File: config.mk
export PLATFORM = sky130hd
export DESIGN_NAME = instr_fetch_unit
export DESIGN_NICKNAME = d
export VERILOG_FILES = /design/src/rtl/instr_fetch_unit.sv
export SDC_FILE = /design/constraint.sdc
export NUM_CORES = 1
export LEC_CHECK = 0
export CAP_MARGIN = 20
export CORE_MARGIN = 4
export CORE_UTILIZATION = 43
export CTS_CLUSTER_DIAMETER = 150
export DETAILED_ROUTE_END_ITERATION = 12
export PLACE_DENSITY = 0.83
export SYNTH_ARGS = -nofsm -noshare
export SYNTH_HDL_FRONTEND = slang
export SYNTH_SLANG_ARGS = --single-unit
File: constraint.sdc
create_clock -name clk -period 2.1 [get_ports clk]
set_input_delay 0.42 -clock clk [delete_from_list [all_inputs] [get_ports clk]]
set_output_delay 0.42 -clock clk [all_outputs]
set_load 0.01 [all_outputs]
File: src/rtl/instr_fetch_unit.sv
// ---------------------------------------------------------------------------
// instr_fetch_unit
//
// Fetch/sequencing stage that sits in front of the decode-only control unit.
// It owns the program counter and the instruction register, and it fetches
// one instruction at a time from instruction memory over a req/ack handshake.
// It presents the opcode and operand to decode, then advances or branches
// the PC once execute reports completion. Only one instruction is in flight.
//
// Ports:
//   clk         : single clock, all state updates on the rising edge
//   rst_n       : synchronous active-low reset
//   imem_req    : fetch request to instruction memory (high for the whole WAIT)
//   imem_addr   : fetch address, equal to pc
//   imem_ack    : memory response valid, imem_rdata is sampled in this cycle
//   imem_rdata  : fetched instruction word
//   stall       : holds the fetch before a request is issued
//   ir_load     : from control unit, enables IR capture at ack
//   pc_load     : from control unit, sampled at instr_done, selects branch
//   instr_done  : execute-side completion of the current instruction
//   opcode      : top 4 bits of IR
//   operand     : remaining low bits of IR
//   pc          : current program counter
//   instr_valid : IR holds a decodable instruction (EXEC state)
//   halted      : halt opcode has been reached
// ---------------------------------------------------------------------------
module instr_fetch_unit #(
  parameter int ADDR_W   = 8,
  parameter int INSTR_W  = 16,
  parameter int RESET_PC = 0
) (
  input  logic               clk,
  input  logic               rst_n,
  output logic               imem_req,
  output logic [ADDR_W-1:0]  imem_addr,
  input  logic               imem_ack,
  input  logic [INSTR_W-1:0] imem_rdata,
  input  logic               stall,
  input  logic               ir_load,
  input  logic               pc_load,
  input  logic               instr_done,
  output logic [3:0]         opcode,
  output logic [INSTR_W-5:0] operand,
  output logic [ADDR_W-1:0]  pc,
  output logic               instr_valid,
  output logic               halted
);

  // State encoding kept as plain constants so older tools and scripts that
  // peek at the state register still understand it.
  localparam logic [1:0] FETCH = 2'd0;
  localparam logic [1:0] WAIT  = 2'd1;
  localparam logic [1:0] EXEC  = 2'd2;
  localparam logic [1:0] HALT  = 2'd3;

  localparam logic [3:0]        HALT_OPCODE = 4'hF;
  localparam logic [ADDR_W-1:0] PC_INIT     = ADDR_W'(RESET_PC);

  logic [1:0]         r_state;
  logic [ADDR_W-1:0]  r_pc;
  logic [INSTR_W-1:0] r_ir;

  logic               w_fetchGo;
  logic               w_capture;
  logic               w_refetch;
  logic               w_incoming_halt;
  logic [ADDR_W-1:0]  w_pcNext;
  logic [INSTR_W-5:0] w_operand;

  // Handshake decode. An ack is honoured only in WAIT, so a response that
  // arrives in FETCH (e.g. a late ack after reset) is simply dropped.
  assign w_fetchGo       = (r_state == FETCH) && !stall;
  assign w_capture       = (r_state == WAIT) && imem_ack && ir_load;
  assign w_refetch       = (r_state == WAIT) && imem_ack && !ir_load;
  assign w_incoming_halt = (imem_rdata[INSTR_W-1 -: 4] == HALT_OPCODE);

  assign w_operand = r_ir[INSTR_W-5:0];

  // Branch target is the low ADDR_W bits of the operand; the sequential path
  // relies on natural ADDR_W-bit wraparound (all-ones rolls to zero).
  assign w_pcNext = pc_load ? w_operand[ADDR_W-1:0] : (r_pc + ADDR_W'(1));

  // Sequencer. Reset wins in every state, which also abandons an
  // outstanding request because imem_req is derived from the state.
  always_ff @(posedge clk) begin
    if (!rst_n) begin
      r_state <= FETCH;
      r_pc    <= PC_INIT;
      r_ir    <= '0;
    end else begin
      case (r_state)
        FETCH: begin
          if (w_fetchGo) begin
            r_state <= WAIT;
          end
        end
        WAIT: begin
          if (w_capture) begin
            r_ir    <= imem_rdata;
            r_state <= w_incoming_halt ? HALT : EXEC;
          end else if (w_refetch) begin
            r_state <= FETCH;
          end
        end
        EXEC: begin
          if (instr_done) begin
            r_pc    <= w_pcNext;
            r_state <= FETCH;
          end
        end
        HALT: begin
          r_state <= HALT;
        end
        default: begin
          r_state <= FETCH;
        end
      endcase
    end
  end

  // Outputs are pure decodes of registered state, so they are glitch-free
  // with respect to the inputs and change only at clock edges.
  assign imem_req    = (r_state == WAIT);
  assign imem_addr   = r_pc;
  assign pc          = r_pc;
  assign instr_valid = (r_state == EXEC);
  assign halted      = (r_state == HALT);
  assign opcode      = r_ir[INSTR_W-1 -: 4];
  assign operand     = w_operand;

endmodule

==> summary.md <==
| Metric | Value |
|---|---|
| Area added between synthesis and finish | `48.34%` |
| Reg power frac | `between 50% and 60%` |
| Post-route clock skew | `0.009573 ns` |
| Fraction of the cycle the final worst path needs | `93.21%` |
| Initial standard-cell utilization of the core | `45.05%` |
| All-layer global routing usage | `a little under a fifth` |
| Worst path required time | `between 1.5 and 2 ns` |
| Total gr overflow | `0` |
| Per-cell via count in the routed design | `5.369` |
| Highest Clock Rate | `510.9 MHz` |
| Initial DRC Count | `30` |
| Layer carrying the most global-route usage | `met2` |
| Number of filler cells placed in the layout | `253` |
| Die Outline Area | `~3800 sq um` |
| Std-Cell Core Area | `around 2800 sq um` |
| Power density over cell area | `539.8 nW/um^2` |
| Number of core rows | `19` |
| Setup-failing EPs final | `0` |
| Sequential standard cell area | `approximately 520 sq um` |
| First-pass GRT wire length | `5154 microns` |
| CTS HTree Levels | `1` |
| Ys flop type | `sky130_fd_sc_hd__dfxtp_1` |
| Setup repair after global routing missed its margin | `no` |
| Share of the yosys chip area belonging to registers | `between 40% and 50%` |
| IO buf count | `between 50 and 60` |
| Routing usage on met1 | `20.54%` |
| Die W | `61.76 microns` |
| Startpoint of the worst-slack reg-to-reg timing path | `imem_addr[0]` |
| Tmin final | `1.957 ns` |
| Switching Power | `0.2194 mW` |
| Die height | `about 62 microns` |
| GR Layer Usage met2 | `32.29%` |
| Area taken by multi-input logic gates | `601.8 sq um` |
| Slew @ Worst Pin | `0.5307 ns` |
| R2R setup slack | `approximately 0.63 ns` |
| Worst min-delay path startpoint | `r_ir[8]` |
| Result of the run | `finished clean` |
| Routed wirelength normalized by instance count | `14.00 microns` |
| Cells on Worst Hold Path | `2` |
| Number of distinct library cell variants in the gate-level netlist after synthesis | `34` |
| Post-Route Setup TNS | `0 ns` |
| Post-synthesis instance total | `156` |
| Antenna diodes | `0` |
| Cell chosen for the clock root | `sky130_fd_sc_hd__clkbuf_4` |
| Avg Cell Area, Syn | `7.964 sq um` |
| Pin count of the biggest net entering global routing | `17` |
| Post-CTS Hold Buffers | `0` |
| Antenna violations before repair | `0` |
| Clk slew on worst S/H paths | `0.15 ns` |
| Clock network fraction of total power | `34.8%` |
| Cell area after synthesis | `around 1200 sq um` |
| Total of cells resized after clock tree synthesis | `0` |
| Number of vias after detailed routing | `around 1.3k` |
| Count of clock tree sinks | `26` |
| Proportion of total power due to net switching | `approximately 22%` |
| Ports placed on the boundary | `58` |
| Final weighted congestion of routability-driven global placement | `0.7543` |
| Vias in the first global route | `around 1.2k` |
| Post CTS Setup Buffer Count | `0` |
| EDFF count, synth | `0` |
| Final Hold Vio Count | `0` |
| Clock network latency to the later pin of the worst-skew pair | `0.33 ns` |
| Wire length after detailed routing | `3305 microns` |
| Startpoint type of the worst setup path | `flop` |
| Syn Nets | `180` |
| Syn. warnings | `0` |
| Critical path start-end classification | `reg2out` |
| Number of cells on the worst reg-to-reg path | `4` |
| DRC viols | `0` |
| Worst setup path startpoint | `r_state[1]` |
| Capturing element type of the critical path | `output pin` |
| Yosys reg bits | `26` |
| Final core utilization | `66.83%` |
| CTS tree | `done` |
| Max-cap violations | `0` |
| Max IR drop VDD | `0.5910 mV` |
| Maximum count of clock buffers along a single path | `2` |
| Static Leakage | `0.6498 nW` |
| WP data arrival | `1.54 ns` |
| Proportion of layout cells with a drive suffix above 1 | `between 5 and 6%` |
| Share of synthesized flip-flops with an asynchronous set or reset | `0%` |
| Cell internal pwr | `0.7754 mW` |
| Relative slew slack | `between 60 and 70%` |
| Worst min path class | `reg2reg` |
| CP max FO | `8` |
| Slew Limit Fails | `0` |
| Total Nets Final | `between 200 and 250` |
| Power share of the combinational group | `a little over an eighth` |
| Detailed placement HPWL | `2573 microns` |
| Inserted Clock Buffers | `3` |
| Number of routed nets with antenna violations | `0` |
| Drt first pass iters | `4` |
| Global-route track usage on met3 | `around 8.3%` |
| Final hold slack | `0.4676 ns` |
[kinds of logic (layout without fill, tap and decap cells)]
logic type | Yosys count | count (layout) | synth area share, %
adders and majority gates | 1 | 1 | 1.007
muxes | 3 | 3 | 2.417
buffers and inverters | 22 | 71 | 9.667
DFF | 26 | 26 | 41.89
AOI/OAI and AO/OA | 39 | 39 | 20.34
and+or+nand+nor | 65 | 65 | 24.67
[through the flow]
| step | total power [mW] | cells | area, sq um | worst slack (ns) |
|---|---|---|---|---|
| 6_report | 0.9948 | 236 | 1843 | 0.1427 |
| 5_1_grt | 1.044 | 236 | 1843 | 0.07358 |
| 4_1_cts | 1.001 | 236 | 1841 | 0.03396 |
| 3_5_place_dp | 0.6590 | 232 | 1788 | 0.2376 |
| 3_3_place_gp | 0.6548 | 232 | 1788 | 0.2873 |
| 2_1_floorplan | 0.5778 | 156 | 1242 | 0.7595 |
[placed cells by master, fill, tap and decap left out, types with 2 or more instances in the layout]
master,count
sky130_fd_sc_hd__o2111ai_1,2
sky130_fd_sc_hd__o41a_1,2
sky130_fd_sc_hd__nand3_1,4
sky130_fd_sc_hd__dfxtp_1,24
sky130_fd_sc_hd__clkbuf_4,3
sky130_fd_sc_hd__o221ai_1,2
sky130_fd_sc_hd__buf_4,5
sky130_fd_sc_hd__nor2_1,10
sky130_fd_sc_hd__and3_1,2
sky130_fd_sc_hd__a32o_1,2
sky130_fd_sc_hd__clkdlybuf4s50_1,57
sky130_fd_sc_hd__nand2_1,39
sky130_fd_sc_hd__and2_1,3
sky130_fd_sc_hd__a21oi_1,19
sky130_fd_sc_hd__inv_1,5
sky130_fd_sc_hd__dfxtp_2,2
sky130_fd_sc_hd__mux2i_1,3
sky130_fd_sc_hd__o21ai_0,4
[layer usage]
layer	wire, microns	up-vias
met5	0	-
met1	1298	576
li1	-	632
met3	396	4
met4	14	0
met2	1596	55
[flip-flops by register name (all words and copies together) (netlist names)]
register	flops
imem_addr	8
r_state	2
r_ir	16
[power groups by stage]
stage | Combinational, mW | Sequential (mW) | Clock, mW
final | 0.132 | 0.517 | 0.346
after global routing | 0.144 | 0.519 | 0.381
after CTS | 0.133 | 0.516 | 0.352
after detailed placement | 0.132 | 0.527 | 0
after global placement | 0.129 | 0.526 | 0
after floorplan | 0.0492 | 0.529 | 0
[final timing paths]
path                  end
max           instr_valid
min               r_ir[8]
max reg2reg  imem_addr[6]
min reg2reg       r_ir[8]
[cells in the mapped netlist, types with 2 or more instances]
cell type / count / area, sq um
sky130_fd_sc_hd__a21oi_1: 19 / 95.09
sky130_fd_sc_hd__a32o_1: 2 / 20.02
sky130_fd_sc_hd__and2_1: 3 / 18.77
sky130_fd_sc_hd__and3_1: 2 / 12.51
sky130_fd_sc_hd__buf_2: 5 / 25.02
sky130_fd_sc_hd__buf_4: 8 / 60.06
sky130_fd_sc_hd__clkbuf_1: 3 / 11.26
sky130_fd_sc_hd__dfxtp_1: 26 / 520.5
sky130_fd_sc_hd__inv_1: 5 / 18.77
sky130_fd_sc_hd__mux2i_1: 3 / 30.03
sky130_fd_sc_hd__nand2_1: 39 / 146.4
sky130_fd_sc_hd__nand3_1: 4 / 20.02
sky130_fd_sc_hd__nor2_1: 10 / 37.54
sky130_fd_sc_hd__o2111ai_1: 2 / 17.52
sky130_fd_sc_hd__o21ai_0: 4 / 20.02
sky130_fd_sc_hd__o221ai_1: 2 / 17.52
sky130_fd_sc_hd__o41a_1: 2 / 22.52
[critical path: stages, from the launching register on]
cell and delay [ns]:
sky130_fd_sc_hd__dfxtp_2 0.44, sky130_fd_sc_hd__inv_1 0.11, sky130_fd_sc_hd__nor2_1 0.10, sky130_fd_sc_hd__clkdlybuf4s50_1 0.55
[layout make-up]
type | instances | share of cell area, %
multi-input combinational | 108 | 32.65
clock buffer | 3 | 1.222
sequential | 26 | 28.38
tap | 31 | 2.105
clock inverter | 1 | 1.629
inverter | 5 | 1.018
timing repair buffer | 62 | 32.99
Power figures use the tool's default switching activity.
